## src/rtl/pkt_top_k_pkg.sv

```systemverilog
// Shared constants and state encoding for the top-k sorter stage.
// Holds the beat geometry (notification/payload/metadata widths, lane count),
// the notification field offsets and the FSM state type.
package pkt_top_k_pkg;

    localparam int NOTIF_W     = 88;
    localparam int DATA_W      = 512;
    localparam int META_W      = 32;
    localparam int LANES       = 16;
    localparam int SESSION_LSB = 512;
    localparam int LENGTH_LSB  = 528;

    typedef enum logic [1:0] {
        IDLE,
        INSERT,
        EMIT
    } state_e;

    // Whole 32-bit elements in a beat of 'len' bytes, capped at the lane count.
    // A trailing partial element is dropped by the >>2.
    function automatic logic [4:0] elem_count(input logic [15:0] len);
        logic [13:0] words;
        words = len[15:2];
        return (words > 14'd16) ? 5'd16 : words[4:0];
    endfunction

endpackage

```

## src/rtl/sorted_insert_array.sv

```systemverilog
// K-entry descending sorted register array with single-cycle insert.
// Ports:
//   clk, rst       clock, synchronous active-high reset
//   clr_i          empty the array (all slot-valid bits cleared)
//   ins_valid_i    insert ins_data_i this cycle
//   ins_data_i     value to insert (unsigned)
//   slot_data_o    current slot contents, slot 0 = largest
//   slot_vld_o     current slot-valid bits (always a prefix of ones)
//   nxt_data_o     slot contents after this cycle's clear/insert
//   nxt_vld_o      slot-valid bits after this cycle's clear/insert
module sorted_insert_array #(
    parameter int K      = 8,
    parameter int ELEM_W = 32
) (
    input  logic                      clk,
    input  logic                      rst,
    input  logic                      clr_i,
    input  logic                      ins_valid_i,
    input  logic [ELEM_W-1:0]         ins_data_i,
    output logic [K-1:0][ELEM_W-1:0]  slot_data_o,
    output logic [K-1:0]              slot_vld_o,
    output logic [K-1:0][ELEM_W-1:0]  nxt_data_o,
    output logic [K-1:0]              nxt_vld_o
);

    logic [K-1:0][ELEM_W-1:0] data_q, data_d;
    logic [K-1:0]             vld_q, vld_d;
    logic [K-1:0]             keep;

    // Index j of the *_ext vectors refers to slot j-1, with a virtual slot
    // above slot 0 that always "keeps", so slot 0 needs no special case.
    logic [K:0]               keep_ext;
    logic [K:0][ELEM_W-1:0]   data_ext;
    logic [K:0]               vld_ext;

    // A stored entry stays put if it is >= the new value; this places the
    // new value after equal entries so ties keep arrival order.
    for (genvar j = 0; j < K; j++) begin : g_cmp
        assign keep[j] = vld_q[j] && (data_q[j] >= ins_data_i);
    end

    assign keep_ext = {keep, 1'b1};
    assign data_ext = {data_q, {ELEM_W{1'b0}}};
    assign vld_ext  = {vld_q, 1'b0};

    always_comb begin
        data_d = data_q;
        vld_d  = vld_q;
        if (clr_i) begin
            data_d = '0;
            vld_d  = '0;
        end else if (ins_valid_i) begin
            for (int j = 0; j < K; j++) begin
                if (!keep[j]) begin
                    if (keep_ext[j]) begin
                        // First slot not kept: the new value lands here.
                        data_d[j] = ins_data_i;
                        vld_d[j]  = 1'b1;
                    end else begin
                        // Below the insertion point: shift down by one.
                        data_d[j] = data_ext[j];
                        vld_d[j]  = vld_ext[j];
                    end
                end
            end
        end
    end

    always_ff @(posedge clk) begin
        if (rst) begin
            data_q <= '0;
            vld_q  <= '0;
        end else begin
            data_q <= data_d;
            vld_q  <= vld_d;
        end
    end

    assign slot_data_o = data_q;
    assign slot_vld_o  = vld_q;
    assign nxt_data_o  = data_d;
    assign nxt_vld_o   = vld_d;

endmodule

```

## src/rtl/pkt_top_k_sorter.sv

```systemverilog
// Top-k sorter stage: takes one receiver beat (notification + 16 x 32-bit
// payload), inserts its valid elements one per cycle into a sorted array and
// emits one sender beat with the K largest elements in descending order.
// Ports:
//   clk, rst            clock, synchronous active-high reset
//   pkt_rx_TDATA/VALID/READY   input beat {notification, payload}
//   pkt_tx_TDATA/VALID/READY   output beat {length, session, payload}
//   stat_pkt_count      result beats emitted (wraps)
//   stat_drop_count     zero-length beats dropped (wraps)
module pkt_top_k_sorter
    import pkt_top_k_pkg::*;
#(
    parameter int K      = 8,
    parameter int ELEM_W = 32
) (
    input  logic                        clk,
    input  logic                        rst,
    input  logic [NOTIF_W+DATA_W-1:0]   pkt_rx_TDATA,
    input  logic                        pkt_rx_TVALID,
    output logic                        pkt_rx_TREADY,
    output logic [META_W+DATA_W-1:0]    pkt_tx_TDATA,
    output logic                        pkt_tx_TVALID,
    input  logic                        pkt_tx_TREADY,
    output logic [31:0]                 stat_pkt_count,
    output logic [31:0]                 stat_drop_count
);

    localparam logic [4:0] K_CNT = 5'(K);

    state_e                          state_q, state_d;
    logic [3:0]                      idx_q, idx_d;
    logic [4:0]                      n_q, n_d;
    logic [LANES-1:0][ELEM_W-1:0]    pay_q, pay_d;
    logic [15:0]                     sess_q, sess_d;
    logic                            rx_rdy_q, rx_rdy_d;
    logic                            tx_vld_q, tx_vld_d;
    logic [META_W+DATA_W-1:0]        tx_data_q, tx_data_d;
    logic [31:0]                     pkt_cnt_q, pkt_cnt_d;
    logic [31:0]                     drop_cnt_q, drop_cnt_d;

    logic                            rx_fire, tx_fire;
    logic [4:0]                      rx_n, kept;
    logic                            arr_ins;
    logic [K-1:0][ELEM_W-1:0]        slot_data, nxt_data;
    logic [K-1:0]                    slot_vld, nxt_vld;
    logic [LANES-1:0][ELEM_W-1:0]    emit_pay;

    // Ready is only ever high in IDLE, so it alone qualifies the handshake.
    assign rx_fire = pkt_rx_TVALID & rx_rdy_q;
    assign tx_fire = tx_vld_q & pkt_tx_TREADY;
    assign rx_n    = elem_count(pkt_rx_TDATA[LENGTH_LSB +: 16]);
    assign kept    = (n_q > K_CNT) ? K_CNT : n_q;
    assign arr_ins = (state_q == INSERT);

    sorted_insert_array #(
        .K      (K),
        .ELEM_W (ELEM_W)
    ) u_sort (
        .clk         (clk),
        .rst         (rst),
        .clr_i       (rx_fire),
        .ins_valid_i (arr_ins),
        .ins_data_i  (pay_q[idx_q]),
        .slot_data_o (slot_data),
        .slot_vld_o  (slot_vld),
        .nxt_data_o  (nxt_data),
        .nxt_vld_o   (nxt_vld)
    );

    // The output register loads on the same edge as the last insert, so it
    // is built from the array's next state rather than its current slots.
    for (genvar j = 0; j < LANES; j++) begin : g_emit
        if (j < K) begin : g_slot
            assign emit_pay[j] = nxt_vld[j] ? nxt_data[j] : '0;
        end else begin : g_zero
            assign emit_pay[j] = '0;
        end
    end

    always_comb begin
        state_d    = state_q;
        idx_d      = idx_q;
        n_d        = n_q;
        pay_d      = pay_q;
        sess_d     = sess_q;
        tx_vld_d   = tx_vld_q;
        tx_data_d  = tx_data_q;
        pkt_cnt_d  = pkt_cnt_q;
        drop_cnt_d = drop_cnt_q;

        unique case (state_q)
            IDLE: begin
                if (rx_fire) begin
                    pay_d  = pkt_rx_TDATA[DATA_W-1:0];
                    sess_d = pkt_rx_TDATA[SESSION_LSB +: 16];
                    n_d    = rx_n;
                    idx_d  = '0;
                    if (rx_n == 5'd0) begin
                        drop_cnt_d = drop_cnt_q + 32'd1;
                    end else begin
                        state_d = INSERT;
                    end
                end
            end
            INSERT: begin
                idx_d = idx_q + 4'd1;
                if ({1'b0, idx_q} == n_q - 5'd1) begin
                    state_d   = EMIT;
                    tx_vld_d  = 1'b1;
                    tx_data_d = {9'd0, kept, 2'b00, sess_q, emit_pay};
                end
            end
            EMIT: begin
                if (tx_fire) begin
                    state_d   = IDLE;
                    tx_vld_d  = 1'b0;
                    pkt_cnt_d = pkt_cnt_q + 32'd1;
                end
            end
            default: state_d = IDLE;
        endcase

        rx_rdy_d = (state_d == IDLE);
    end

    always_ff @(posedge clk) begin
        if (rst) begin
            state_q    <= IDLE;
            idx_q      <= '0;
            n_q        <= '0;
            pay_q      <= '0;
            sess_q     <= '0;
            rx_rdy_q   <= 1'b0;
            tx_vld_q   <= 1'b0;
            tx_data_q  <= '0;
            pkt_cnt_q  <= '0;
            drop_cnt_q <= '0;
        end else begin
            state_q    <= state_d;
            idx_q      <= idx_d;
            n_q        <= n_d;
            pay_q      <= pay_d;
            sess_q     <= sess_d;
            rx_rdy_q   <= rx_rdy_d;
            tx_vld_q   <= tx_vld_d;
            tx_data_q  <= tx_data_d;
            pkt_cnt_q  <= pkt_cnt_d;
            drop_cnt_q <= drop_cnt_d;
        end
    end

    assign pkt_rx_TREADY   = rx_rdy_q;
    assign pkt_tx_TVALID   = tx_vld_q;
    assign pkt_tx_TDATA    = tx_data_q;
    assign stat_pkt_count  = pkt_cnt_q;
    assign stat_drop_count = drop_cnt_q;

    // Slot outputs of the array are kept for observation; the result path
    // uses the next-state view.
    logic unused_slots;
    assign unused_slots = ^{slot_data, slot_vld};

endmodule
```

## config.mk

```make
export PLATFORM = sky130hd
export DESIGN_NAME = pkt_top_k_sorter
export DESIGN_NICKNAME = d
export VERILOG_FILES = /design/src/rtl/pkt_top_k_pkg.sv /design/src/rtl/sorted_insert_array.sv /design/src/rtl/pkt_top_k_sorter.sv
export SDC_FILE = /design/constraint.sdc
export NUM_CORES = 2
export LEC_CHECK = 0
export BUFFER_PORTS_ARGS = -buffer_cell sky130_fd_sc_hd__buf_2
export CAP_MARGIN = 20
export CORE_AREA = 2 2 473 475
export DETAILED_ROUTE_END_ITERATION = 6
export DIE_AREA = 0 0 475 477
export HOLD_SLACK_MARGIN = 0.12
export PLACE_DENSITY = 0.4
export SYNTH_ARGS = -nofsm -noshare
export SYNTH_HDL_FRONTEND = slang
export SYNTH_SLANG_ARGS = --single-unit
```

## constraint.sdc

```tcl
create_clock -name clk -period 4.6 [get_ports clk]
set_clock_uncertainty 0.2 [all_clocks]
set_input_delay 0.92 -clock clk [delete_from_list [all_inputs] [get_ports clk]]
set_output_delay 0.92 -clock clk [all_outputs]
set_load 0.01 [all_outputs]
```

== Yosys cells after proc, flatten, opt, wreduce, memory -nomap -nowiden ==
Index checks and enable logic that the tools add are counted.

* Register bits: 1146
* Latch bits: 0
* Memory bits (writable): 0
* Memory bits (read-only): 0
* Input bits: 604
* Output and inout bits: 610
* Word-level logic and storage cells: 132
* Memories: 0

* $add $sub $neg: 4
* Multipliers: 0
* Divide/modulo/power cells: 0
* $lt $le $gt $ge: 11
* Equality and inequality tests: 6
* Shift operators: 0
* Muxes and demuxes: 56
* Bitwise gates (word level): 2
* Reductions and logical operators: 19

{| class="wikitable"
|+ Operators by type and width
! cell !! number
|-
| $mux W32 || 24
|-
| $mux W256 || 2
|-
| $ge A32 B32 Y1 || 8
|-
| $bmux W32 S4 || 1
|-
| $add A32 B1 Y32 const B || 2
|-
| $mux W1 || 17
|-
| $mux W8 || 2
|-
| $gt A14 B5 Y1 const B || 1
|-
| $mux W5 || 2
|-
| $logic_and A1 B1 Y1 || 8
|-
| $mux W2 || 4
|-
| $pmux W4 S2 || 1
|-
| $reduce_and A2 Y1 || 4
|-
| $pmux W2 S3 || 1
|-
| $reduce_and A3 Y1 || 2
|-
| $eq A4 B5 Y1 || 1
|-
| $gt A5 B4 Y1 const B || 1
|-
| $logic_not A5 Y1 || 1
|-
| $lt A4 B5 Y1 const B || 1
|-
| $sub A5 B1 Y5 const B || 1
|-
| $add A4 B1 Y4 const B || 1
|-
| $logic_not A2 Y1 || 2
|-
| $mux W4 || 1
|-
| $ne A2 B2 Y1 const B || 2
|-
| 6 further kinds || 8
|}

== Longest topological paths before layout ==
* Word-level depth: 9
* Mapped depth: 19
* Depth with buffers taken out: 12

== Modules after synthesis ==
From an unflattened synthesis, not the netlist that was laid out.

* Cell total of the unflattened synthesis: 6968
* Area, all modules: 58838.9 µm²

{| class="wikitable"
|+ Modules (own cells, without submodules)
! module !! times used !! cells an instance !! area each (µm²) !! seq. area each (µm²)
|-
| pkt_top_k_sorter || 1 || 4665 || 39136.3 || 17656.9
|-
| sorted_insert_array || 1 || 2303 || 19702.6 || 5285.1
|}

== Worst setup path after synthesis ==
No wires, ideal clock.

* Kind: flip-flop to flip-flop
* Start point: register idx_q[0]
* End point: register tx_data_q[162] (netlist: pkt_tx_TDATA[162])
* Library setup time: 0.122 ns
* Arrival time: 4.588 ns
* Required time: 4.278 ns
* Path slack: -0.309 ns
* Stages on the path, launching flop included: 17
* Path buffers: 4
* Clock period less this slack: 4.909 ns
* Cells stage by stage: dfxtp_1 clkbuf_1 buf_2 buf_2 mux4_2 mux4_2 inv_1 ha_1 a21o_1 a21o_1 a221oi_1 o21ai_1 a221oi_4 buf_2 mux2i_1 nor2_1 a221o_1

* Longest elaborated chain between the ends: 9
* Elaborated cells on any way between the ends: 17
* Classes of those cells: order compare (2); eq/ne (1); mux (11); reduce/logical (3)

{| class="wikitable"
|+ Ends and longest elaborated chain
! element !! line !! RTL
|-
| start, declared || pkt_top_k_sorter.sv:31 || <nowiki>logic [3:0] idx_q, idx_d;</nowiki>
|-
| start signal, assigned || pkt_top_k_sorter.sv:140 || <nowiki>idx_q <= idx_d;</nowiki>
|-
| $bmux W32 S4 || pkt_top_k_sorter.sv:63 || <nowiki>.ins_data_i (pay_q[idx_q]),</nowiki>
|-
| $mux W32 (implied by the code) || pkt_top_k_sorter.sv:63 ||
|-
| $ge A32 B32 Y1 || sorted_insert_array.sv:39 || <nowiki>assign keep[j] = vld_q[j] && (data_q[j] >= ins_data_i);</nowiki>
|-
| $logic_and A1 B1 Y1 || sorted_insert_array.sv:39 ||
|-
| $mux W32 or $mux W1 (tied branches) || sorted_insert_array.sv:55 || <nowiki>if (keep_ext[j]) begin</nowiki>
|-
| $mux W32 or $mux W1 (tied branches) || sorted_insert_array.sv:54 || <nowiki>if (!keep[j]) begin</nowiki>
|-
| $mux W256 or $mux W8 (tied branches) || sorted_insert_array.sv:52 || <nowiki>end else if (ins_valid_i) begin</nowiki>
|-
| $mux W256 or $mux W8 (tied branches) || sorted_insert_array.sv:49 || <nowiki>if (clr_i) begin</nowiki>
|-
| $mux W32 || pkt_top_k_sorter.sv:74 || <nowiki>assign emit_pay[j] = nxt_vld[j] ? nxt_data[j] : '0;</nowiki>
|-
| end signal, assigned || pkt_top_k_sorter.sv:146 || <nowiki>tx_data_q <= tx_data_d;</nowiki>
|-
| end, declared || pkt_top_k_sorter.sv:37 || <nowiki>logic [META_W+DATA_W-1:0] tx_data_q, tx_data_d;</nowiki>
|}

Parallel ways exist; a longest one is shown, timed or not. The select of a mux whose other input is x is not followed.
A chain may end at the register's enable or synchronous reset.

== Worst setup path in the final report ==
* Start point: register idx_q[0]
* End point: register tx_data_q[229] (netlist: pkt_tx_TDATA[229])

Same word-level chain as after synthesis.

==> summary.md <==
| Metric | Value |
|---|---|
| Status | `finished with violations` |
| Violated checks | `design-rule violations, negative setup slack` |
| Reg2reg path depth | `16` |
| Number of global-route vias before repair | `47,000` |
| DR iter-0 viols | `3,043` |
| Post-DRT Antenna Nets | `0` |
| Share of layout cells above drive strength 1 | `0.257` |
| Fmax | `0.204 GHz` |
| Max_slew headroom | `0.262` |
| Overall power | `27.2 mW` |
| Core Rows | `173` |
| Area Growth Syn to Fin | `35.2%` |
| Synth unique cells | `62` |
| Worst setup margin | `-0.310 ns` |
| Worst setup SP type | `register` |
| Crit path largest cell delay | `0.62 ns` |
| Vias per inst | `4.65` |
| CTS tree | `done` |
| Top FF cell, synth | `dfxtp_1` |
| Clock transition at path regs | `0.06 ns` |
| Wirelength, routed | `244 mm` |
| Via count | `48,700` |
| Maxcap violations | `0` |
| Crit path DAT | `5.39 ns` |
| DRC violations left | `3` |
| Syn_area_per_cell | `8.80 sq um` |
| IO Count | `1,214` |
| Die area | `227,000 sq um` |
| Hold-critical path endpoint | `pay_q[448]` |
| Unrepaired setup endpoints after global routing | `true` |
| Largest family of logic cells by synthesized area | `compound AO/OA/AOI/OAI gates` |
| Final worst path period share | `1.07` |
| WHS Path Cells | `3` |
| Clock period minus worst slack | `4.91 ns` |
| Worst R2R Start | `idx_q[0]` |
| Tot GR Track Use | `0.207` |
| CP max-delay cell | `mux4_2` |
| Hold crit path type | `in2reg` |
| Reg2reg setup slack | `-0.31 ns` |
| Post-Synth Adder-Cell Area | `0.0612` |
| CTS max path bufs | `3` |
| CTS root buf | `clkbuf_16` |
| Avg WL per Cell | `23.3 microns` |
| Clock Latency Late Sink | `0.80 ns` |
| Fin Setup TNS | `-67.32 ns` |
| Commonest non-fill, non-tap cell in the layout | `nand2_1` |
| Critical-path cell list | `buf_12, mux4_2, mux4_2, buf_6, ha_1, nand2b_1, a2111oi_4, buf_4, a2bb2oi_2, a31oi_1, buf_4, a21oi_4, buf_12, mux2i_4, a211oi_1, a221o_1` |
| Post-synthesis compound-gate area fraction | `0.174` |
| Final Max Slew Viols | `0` |
| First-pass GRT wire length | `342 mm` |
| Sequential-to-total area share from yosys stat | `0.431` |
| Synth async-reset ratio | `0` |
| Router iterations before antenna repair | `7` |
| Pleak | `28.9 nW` |
| Final nets | `8,210` |
| TritonCTS Buffers | `145` |
| Die W | `475 microns` |
| Transition time of the tightest slew-check pin | `1.11 ns` |
| Post-synthesis instance total | `6,044` |
| Post-Synth XOR/XNOR Area | `0.00873` |
| Die Ht | `477 microns` |
| Most frequent cells in the layout | `nand2_1, dfxtp_1, buf_2, a21oi_1, nor2_1` |
| Largest net degree at the start of global routing | `210` |
| Ys Warns | `0` |
| Overflow after GRT | `0` |
| WS Path Type | `reg2reg` |
| Fill cells | `23,300` |
| Worst-path maximum fanout | `18` |
| Yosys reg bits | `1,146` |
| Power Dens Cells | `378 nW/um^2` |
| Clock Sinks | `1,146` |
| FF-to-FF End | `pkt_tx_TDATA[229]` |
| Hold Violations, Final | `0` |
| Peak VDD IR | `0.326 mV` |
| Core ar. | `221,000 sq um` |
| Simple-Gate Fraction of Synth Area | `0.144` |
| Gpl congestion | `0.874` |
| Setup violations, final | `496` |
| Starting Density | `0.240` |
| WP data required | `5.08 ns` |
| PortBufs | `888` |
| Worst Setup End Kind | `register` |
| Mux contribution to synthesized area | `0.108` |
| Post-synth EDFFs | `0` |
| Hold Path Origin | `pkt_rx_TDATA[448]` |
| Final HPWL DP | `191 mm` |
| Antenna violations before repair | `73` |
| H-tree Lvls | `4` |
| Synthesized area | `53,200 sq um` |
-- final cells by class --
cell class	count	area [sq um]	area share
clock buffer	218	4430	0.0616
clock inverter	45	589	0.00820
inverter	55	229	0.00318
multi-input combinational	4415	28200	0.392
timing repair buffer	1583	11700	0.163
tap	2975	3720	0.0518
sequential	1146	23000	0.319
antenna	37	92.6	0.00129
-- how the worst max path moves through the flow --
stage          slack, ns           endpoint  cells past startpoint  startpoint
5_1_grt            -0.49  pkt_tx_TDATA[225]                     17    idx_q[0]
2_1_floorplan      -0.04  pkt_tx_TDATA[170]                     16    idx_q[0]
3_3_place_gp       -0.67  pkt_tx_TDATA[249]                     18    idx_q[0]
6_report           -0.31  pkt_tx_TDATA[229]                     16    idx_q[0]
4_1_cts            -0.38  pkt_tx_TDATA[249]                     20    idx_q[0]
3_5_place_dp       -0.70  pkt_tx_TDATA[229]                     17    idx_q[0]
-- kinds of logic after synthesis --
| group | after synthesis |
|---|---|
| AO/OA/AOI/OAI | 1572 |
| buffers and inverters | 749 |
| flip-flops | 1146 |
| multiplexers | 369 |
| other | 1 |
| adder cells (fa/ha/maj) | 260 |
| XOR/XNOR | 53 |
| AND/OR/NAND/NOR | 1894 |
-- routing by layer --
metal	GRT usage	up-vias	part of all wire	wire, microns
li1	-	23500	-	-
met1	0.265	23500	0.43	106000
met2	0.352	1347	0.48	118000
met3	0.0376	287	0.051	12400
met4	0.0642	58	0.030	7220
met5	0	-	0.0014	343
-- state kept, by name (all words and copies together), names as in the netlist --
register and flops:
idx_q 4, n_q 5, pay_q 512, pkt_rx_TREADY 1, pkt_tx_TDATA 277, pkt_tx_TVALID 1, sess_q 16, stat_drop_count 32
stat_pkt_count 32, state_q 2, u_sort.slot_data_o 256, u_sort.slot_vld_o 8
-- per-stage QoR --
step / std cells / worst slack (ns) / cell area [sq um] / hold slack [ns] / utilization
floorplan: 6310 / -0.0425 / 54200 / 0.233 / -
global placement: 9881 / -0.669 / 63000 / 0.240 / 0.284
detailed placement: 9881 / -0.703 / 63000 / 0.243 / 0.284
CTS: 10400 / -0.379 / 71400 / 0.120 / 0.323
global route: 10500 / -0.490 / 71900 / 0.140 / 0.324
finish: 10500 / -0.310 / 71900 / 0.188 / 0.325
-- cell usage after synthesis (20+ instances only) --
| master | count | area share |
|---|---|---|
| a211oi_1 | 115 | 0.016 |
| a211oi_2 | 23 | 0.0054 |
| a21o_1 | 29 | 0.0041 |
| a21oi_1 | 844 | 0.079 |
| a221o_1 | 64 | 0.012 |
| a22oi_1 | 100 | 0.014 |
| buf_2 | 45 | 0.0042 |
| buf_4 | 270 | 0.038 |
| clkbuf_1 | 360 | 0.025 |
| dfxtp_1 | 1146 | 0.43 |
| ha_1 | 260 | 0.061 |
| inv_1 | 55 | 0.0039 |
| mux2_2 | 31 | 0.0066 |
| mux2i_1 | 178 | 0.034 |
| mux4_2 | 160 | 0.068 |
| nand2_1 | 1263 | 0.089 |
| nand3_1 | 42 | 0.0040 |
| nand4_1 | 53 | 0.0062 |
| nor2_1 | 379 | 0.027 |
| nor3_1 | 54 | 0.0051 |
| o21ai_0 | 292 | 0.027 |
| o21ai_1 | 20 | 0.0019 |
| o31ai_1 | 37 | 0.0052 |
| xor2_1 | 37 | 0.0061 |
-- critical path, delay by kind of cell (launching register included) --
family	cells	cell delay [ns]
multiplexers	3	1.53
AO/OA/AOI/OAI	6	1.19
buffers and inverters	5	0.93
flip-flops	1	0.44
adder cells (fa/ha/maj)	1	0.26
AND/OR/NAND/NOR	1	0.18
-- power breakdown --
| group | switching [mW] | internal (mW) |
|---|---|---|
| clock | 4.81 | 7.22 |
| sequential | 0.373 | 10.4 |
| combinational | 2.53 | 1.90 |
-- timing repair --
item,CTS,global route
endpoints found under the setup margin,515,514
endpoints found under the hold margin,278,0
pin swaps,12,3
gates cloned,4,0
setup buffers,10,1
hold buffers,278,0
gates resized for setup,123,89
(Power assumes the default switching activity.)
